File: src/rtl/fetch_exec_sequencer_if.sv
`default_nettype none
// ============================================================================
// Module   : fetch_exec_sequencer_if
// Brief    : Instruction-memory fetch bus (req/addr out, ack back).
// Revision : 1.0
// ============================================================================
interface fetch_exec_sequencer_if #(
    parameter int AW = 32
) ();
    logic          imem_req;
    logic [AW-1:0] imem_addr;
    logic          imem_ack;

    modport master (output imem_req, output imem_addr, input imem_ack);
    modport slave  (input imem_req, input imem_addr, output imem_ack);
endinterface
`default_nettype wire

File: src/rtl/fetch_exec_sequencer.sv
`default_nettype none
// ============================================================================
// Module   : fetch_exec_sequencer
// Brief    : Multi-cycle FETCH/EXEC/WB controller owning the PC; optional
//            retired-instruction counter under macro SEQ_RETIRE_CNT_EN.
// Revision : 1.0
// ============================================================================
module fetch_exec_sequencer #(
    parameter int            AW       = 32,
    parameter logic [AW-1:0] PC_RESET = '0,
    parameter int            PC_STEP  = 4,
    parameter int            TIMEOUT  = 15
) (
    input  wire logic              clk,
    input  wire logic              reset,
    input  wire logic              run,
    fetch_exec_sequencer_if.master imem,
    output logic [AW-1:0]          pc_out,
    output logic                   ir_load,
    output logic                   reg_load,
    input  wire logic              stall,
    input  wire logic              branch_taken,
    input  wire logic [AW-1:0]     branch_target,
    output logic                   fault,
    output logic [2:0]             state_out
`ifdef SEQ_RETIRE_CNT_EN
    ,
    output logic [31:0]            retired_cnt
`endif
);

    typedef enum logic [2:0] {
        ST_IDLE  = 3'd0,
        ST_FETCH = 3'd1,
        ST_EXEC  = 3'd2,
        ST_WB    = 3'd3,
        ST_FAULT = 3'd4
    } state_t;

    localparam logic [AW-1:0] c_pc_step   = AW'(PC_STEP);
    localparam logic [7:0]    c_tcnt_last = 8'(TIMEOUT - 1);

    state_t        r_state;
    logic [AW-1:0] r_pc;
    logic [AW-1:0] r_next_pc;
    logic [7:0]    r_tcnt;
    logic          r_imem_req;
    logic          r_reg_load;
    logic          r_fault;
    logic          w_misaligned;

    assign w_misaligned = branch_taken && (branch_target[1:0] != 2'b00);

    always_ff @(posedge clk or negedge reset) begin
        if (!reset) begin
            r_state    <= ST_IDLE;
            r_pc       <= PC_RESET;
            r_next_pc  <= PC_RESET;
            r_tcnt     <= 8'd0;
            r_imem_req <= 1'b0;
            r_reg_load <= 1'b0;
            r_fault    <= 1'b0;
        end else begin
            r_reg_load <= 1'b0;
            case (r_state)
                ST_IDLE: begin
                    if (run) begin
                        r_state    <= ST_FETCH;
                        r_imem_req <= 1'b1;
                        r_tcnt     <= 8'd0;
                    end
                end
                ST_FETCH: begin
                    if (imem.imem_ack) begin
                        r_state    <= ST_EXEC;
                        r_imem_req <= 1'b0;
                    end else if (r_tcnt == c_tcnt_last) begin
                        r_state    <= ST_FAULT;
                        r_imem_req <= 1'b0;
                        r_fault    <= 1'b1;
                    end else begin
                        r_tcnt <= r_tcnt + 8'd1;
                    end
                end
                ST_EXEC: begin
                    // stall wins over any branch decision presented this cycle
                    if (!stall) begin
                        if (w_misaligned) begin
                            r_state <= ST_FAULT;
                            r_fault <= 1'b1;
                        end else begin
                            r_next_pc  <= branch_taken ? branch_target : (r_pc + c_pc_step);
                            r_state    <= ST_WB;
                            r_reg_load <= 1'b1;
                        end
                    end
                end
                ST_WB: begin
                    r_pc <= r_next_pc;
                    if (run) begin
                        r_state    <= ST_FETCH;
                        r_imem_req <= 1'b1;
                        r_tcnt     <= 8'd0;
                    end else begin
                        r_state <= ST_IDLE;
                    end
                end
                ST_FAULT: begin
                    r_imem_req <= 1'b0;
                end
                default: begin
                    r_state    <= ST_FAULT;
                    r_imem_req <= 1'b0;
                    r_fault    <= 1'b1;
                end
            endcase
        end
    end

`ifdef SEQ_RETIRE_CNT_EN
    logic [31:0] r_retired_cnt;

    always_ff @(posedge clk or negedge reset) begin
        if (!reset) begin
            r_retired_cnt <= 32'd0;
        end else if (r_state == ST_WB) begin
            r_retired_cnt <= r_retired_cnt + 32'd1;
        end
    end

    assign retired_cnt = r_retired_cnt;
`endif

    // IR load is Mealy so the instruction is captured in the same cycle as ack.
    assign ir_load        = (r_state == ST_FETCH) && imem.imem_ack;
    assign imem.imem_req  = r_imem_req;
    assign imem.imem_addr = r_pc;
    assign pc_out         = r_pc;
    assign reg_load       = r_reg_load;
    assign fault          = r_fault;
    assign state_out      = r_state;

endmodule
`default_nettype wire
File: src/flat_wrapper.sv
// flat-port wrapper written by rule: the top's interface ports become plain ports
module fetch_exec_sequencer_flat 
#(
    parameter int            AW       = 32,
    parameter logic [AW-1:0] PC_RESET = '0,
    parameter int            PC_STEP  = 4,
    parameter int            TIMEOUT  = 15
)
  (clk, reset, run, pc_out, ir_load, reg_load, stall, branch_taken, branch_target, fault, state_out, imem_imem_req, imem_imem_addr, imem_imem_ack);
  fetch_exec_sequencer_if #(.AW(AW)) imem_i ();
  input  wire logic clk;
  input  wire logic reset;
  input  wire logic run;
  output logic [AW-1:0] pc_out;
  output logic ir_load;
  output logic reg_load;
  input  wire logic stall;
  input  wire logic branch_taken;
  input  wire logic [AW-1:0] branch_target;
  output logic fault;
  output logic [2:0] state_out;
  output wire logic [$bits(imem_i.imem_req)-1:0] imem_imem_req;
  output wire logic [$bits(imem_i.imem_addr)-1:0] imem_imem_addr;
  input wire logic [$bits(imem_i.imem_ack)-1:0] imem_imem_ack;
  assign imem_imem_req = imem_i.imem_req;
  assign imem_imem_addr = imem_i.imem_addr;
  assign imem_i.imem_ack = imem_imem_ack;
  fetch_exec_sequencer #(.AW(AW), .PC_RESET(PC_RESET), .PC_STEP(PC_STEP), .TIMEOUT(TIMEOUT)) u_core (.clk(clk), .reset(reset), .run(run), .imem(imem_i), .pc_out(pc_out), .ir_load(ir_load), .reg_load(reg_load), .stall(stall), .branch_taken(branch_taken), .branch_target(branch_target), .fault(fault), .state_out(state_out));
endmodule
File: config.mk
export PLATFORM = sky130hd
export DESIGN_NAME = fetch_exec_sequencer_flat
export DESIGN_NICKNAME = d
export VERILOG_FILES = /design/src/rtl/fetch_exec_sequencer_if.sv /design/src/rtl/fetch_exec_sequencer.sv /design/src/flat_wrapper.sv
export SDC_FILE = /design/constraint.sdc
export NUM_CORES = 1
export LEC_CHECK = 0
export CAP_MARGIN = 20
export CORE_MARGIN = 1.5
export CORE_UTILIZATION = 40
export CTS_CLUSTER_DIAMETER = 60
export DETAILED_ROUTE_END_ITERATION = 7
export MAX_ROUTING_LAYER = met4
export PLACE_DENSITY_LB_ADDON = 0.1
export SYNTH_ARGS = -nofsm -noshare
export SYNTH_HDL_FRONTEND = slang
export SYNTH_SLANG_ARGS = --single-unit
File: constraint.sdc
create_clock -name clk -period 2.95 [get_ports clk]
set_input_delay 0.59 -clock clk [delete_from_list [all_inputs] [get_ports clk]]
set_output_delay 0.59 -clock clk [all_outputs]
set_load 0.01 [all_outputs]
==> impl_results.md <==
* Worst-skew pair later-pin latency at 340 ps
* Vias per cell at roughly 5.3
* Slowest cell on crit path: clkdlybuf4s50_1
* Async set-reset flop share out of synthesis at 1.00
* Worst min path class: in -> async
* Worst r2r src: u_core.imem.imem_addr[5]
* Clk root buf: clkbuf_8
* PortBufs at around 110
* WL met2 at 4680 um
* Post-CTS repair timing setup buffer count at 0
* RSZ-0062 raised after global routing: false
* Worst setup EP type: output port
* Maximum clock rate at between 300 and 400 MHz
* Startpoint Class: primary input
* CTS buffer count at 9
* PD cells at just under 400 nW/um2
* Core area at about 10000 um2
* FILL cells at roughly 950
* Number of global-route vias before repair at 3258
* Gr usage total at 0.194
* Top Layer Used: met4
* Total Nets Final at 540
* Slew of the pin with the lowest slew margin at 743 ps
* Synthesized instance count at ~420
* Routed len/inst at about 16 um
* Area Growth Syn to Fin at 29.0%
* Antenna violations before repair at 0
* Syn_area_per_cell at around 9.9 um2
* DPL Wire Length at roughly 6900 um
* Worst path most repeated cell: clkdlybuf4s50_1
* # H-tree levels at 3
* Initial Utilization at 0.410
* Post-route ant nets at 0
* Max Fanout on Critical Path at 2
* CP peak stage delay at ~610 ps
* Post-Synthesis Net Count at 465
* Hold_buf cts at 0
* Setup violations, final at 0
* Synth cell types at 49
* Fin util at 0.530
* Commonest non-fill, non-tap cell in the layout: clkdlybuf4s50_1
* Crit path DAT at between 2000 and 2500 ps
* Std cell rows at 37
* Critical Path Stages at 3
* CTS Buffer Depth at 2
* Worst Setup SP: imem_imem_ack
* Max VDD drop at 0.281 mV
* Die area at 11100 um2
* Setup TNS at 0 ps
* Synth Flop Type: dfrtp_1
* Hold Vio Cnt, Final at 0
* Post-Syn Area at ~4200 um2
* CP required at roughly 2400 ps
* Final slew viol count at 0
* CTS sink count at 78
* Routed wire length on met3 at approximately 450 um
* N_diodes at 0
* Min cycle time layout at about 2600 ps
* Grt ovf at 0
* Reg clk slew, reported paths at approximately 80 ps
* DRC at 0
* TritonCTS clock tree: built
* TritonRoute pass-1 iters at 4
* Period Utilization, post-route at 0.888
* P_leak at approximately 2.3 nW
* WL final at around 10000 um
* Post-synth EDFFs at 0
* Share of cells above drive strength 1 at 0.131
* Vias at around 3400
* Delay-heaviest family, CP: buffers and inverters
* Path depth of the worst reg2reg path at 5
* Initial drt markers at around 100
* Largest net degree at the start of global routing at 79
* Most frequent cells in the layout: clkdlybuf4s50_1, dfrtp_1, nand2_1
* Worst-path cell chain: clkdlybuf4s50_1 -> nor4bb_1 -> clkdlybuf4s50_1
* Placer Congestion at approximately 0.82
* M1 wire length at 4890 um
* Die Ht at 105 um
* Worst Path Buf+Inv at 2
* Outcome: completed
* First-pass GRT wire length at 16700 um
* Synth warnings at 0
* Count of state elements after synthesis at a little under 80
* Resized cells post-CTS at 0
* Sequential share of the synthesized area at 0.465
* Die width at between 100 and 150 um
* Setup Skew at roughly 15 ps
* Max_cap viols at 0
* I/O pins at approximately 110
* Max-slew headroom at 0.500
* Worst setup path class: in -> out
flip-flops by register name (all words and copies together), names as in the netlist:
| register | flops |
|---|---|
| u_core.fault | 1 |
| u_core.state_out | 3 |
| u_core.imem.imem_addr | 32 |
| u_core.r_tcnt | 8 |
| u_core.imem.imem_req | 1 |
| u_core.r_next_pc | 32 |
| u_core.reg_load | 1 |
path summary, 6_finish.rpt:
path / endpoint / slack (ps)
max: ir_load / 330
min: u_core.imem.imem_addr[14] / 220
max reg2reg: u_core.r_next_pc[23] / 620
min reg2reg: u_core.r_next_pc[4] / 480
max in group asynchronous: u_core.r_next_pc[31] / 2150
min in group clk: u_core.r_next_pc[4] / 480
power breakdown:
group	internal, W	switching [W]	leakage (nW)	total (W)
Clock	0.000519	0.000384	0.109	0.000904
Sequential	0.00110	0.0000140	1.04	0.00111
Combinational	0.0000722	0.0000610	1.12	0.000133
cell families (layout without fill, tap and decap cells):
logic type	count (synthesis)	in the layout	share of synthesized area
compound gates	91	91	0.129
xor+xnor	23	23	0.0480
fa+ha+maj	3	3	0.00894
buf+inv	60	139	0.0846
flops	78	78	0.465
mux	37	37	0.0983
simple gates	132	132	0.166
final cells by class:
| class | count | area, um2 | area share |
|---|---|---|---|
| clock inverter | 3 | 67.6 | 0.0125 |
| clock buffer | 12 | 155 | 0.0286 |
| multi-input combinational | 286 | 1890 | 0.349 |
| tap | 136 | 170 | 0.0314 |
| timing repair buffer | 116 | 1150 | 0.212 |
| sequential | 78 | 1950 | 0.360 |
| inverter | 8 | 30.0 | 0.00554 |
metrics by stage:
| step | worst slack [ps] | cells | power, W | area, um2 | hold slack [ps] |
|---|---|---|---|---|---|
| 6_report | 331 | 639 | 0.00215 | 5420 | 217 |
| 5_1_grt | 294 | 639 | 0.00223 | 5420 | 248 |
| 4_1_cts | 322 | 638 | 0.00217 | 5400 | 453 |
| 3_5_place_dp | 303 | 623 | 0.00127 | 5170 | 466 |
| 3_3_place_gp | 364 | 623 | 0.00126 | 5170 | 454 |
| 2_1_floorplan | 898 | 424 | 0.00118 | 4200 | 294 |
worst reg2reg max path, delay by kind of cell (launching register included):
| kind | cells | cell delay (ps) |
|---|---|---|
| AO/OA/AOI/OAI | 3 | 700 |
| flip-flops | 1 | 510 |
| AND/OR/NAND/NOR | 2 | 990 |
per-layer routing:
layer,up-vias,GRT usage
li1,1626,-
met3,17,0.0266
met5,-,-
met4,0,0.0685
met2,102,0.289
met1,1640,0.272
cells in the mapped netlist, types with 9 or more instances:
| cell | count | share of area |
|---|---|---|
| dfrtp_1 | 78 | 0.46 |
| nand3_1 | 22 | 0.026 |
| o22ai_1 | 11 | 0.016 |
| nand2_1 | 36 | 0.032 |
| a21oi_1 | 23 | 0.027 |
| mux2_2 | 34 | 0.091 |
| o21ai_0 | 31 | 0.037 |
| xnor2_1 | 17 | 0.035 |
| clkbuf_1 | 10 | 0.0089 |
| buf_4 | 33 | 0.059 |
| nor2_1 | 23 | 0.021 |
| nor3_1 | 9 | 0.011 |
Note: power is estimated with default switching activity, not from simulation.
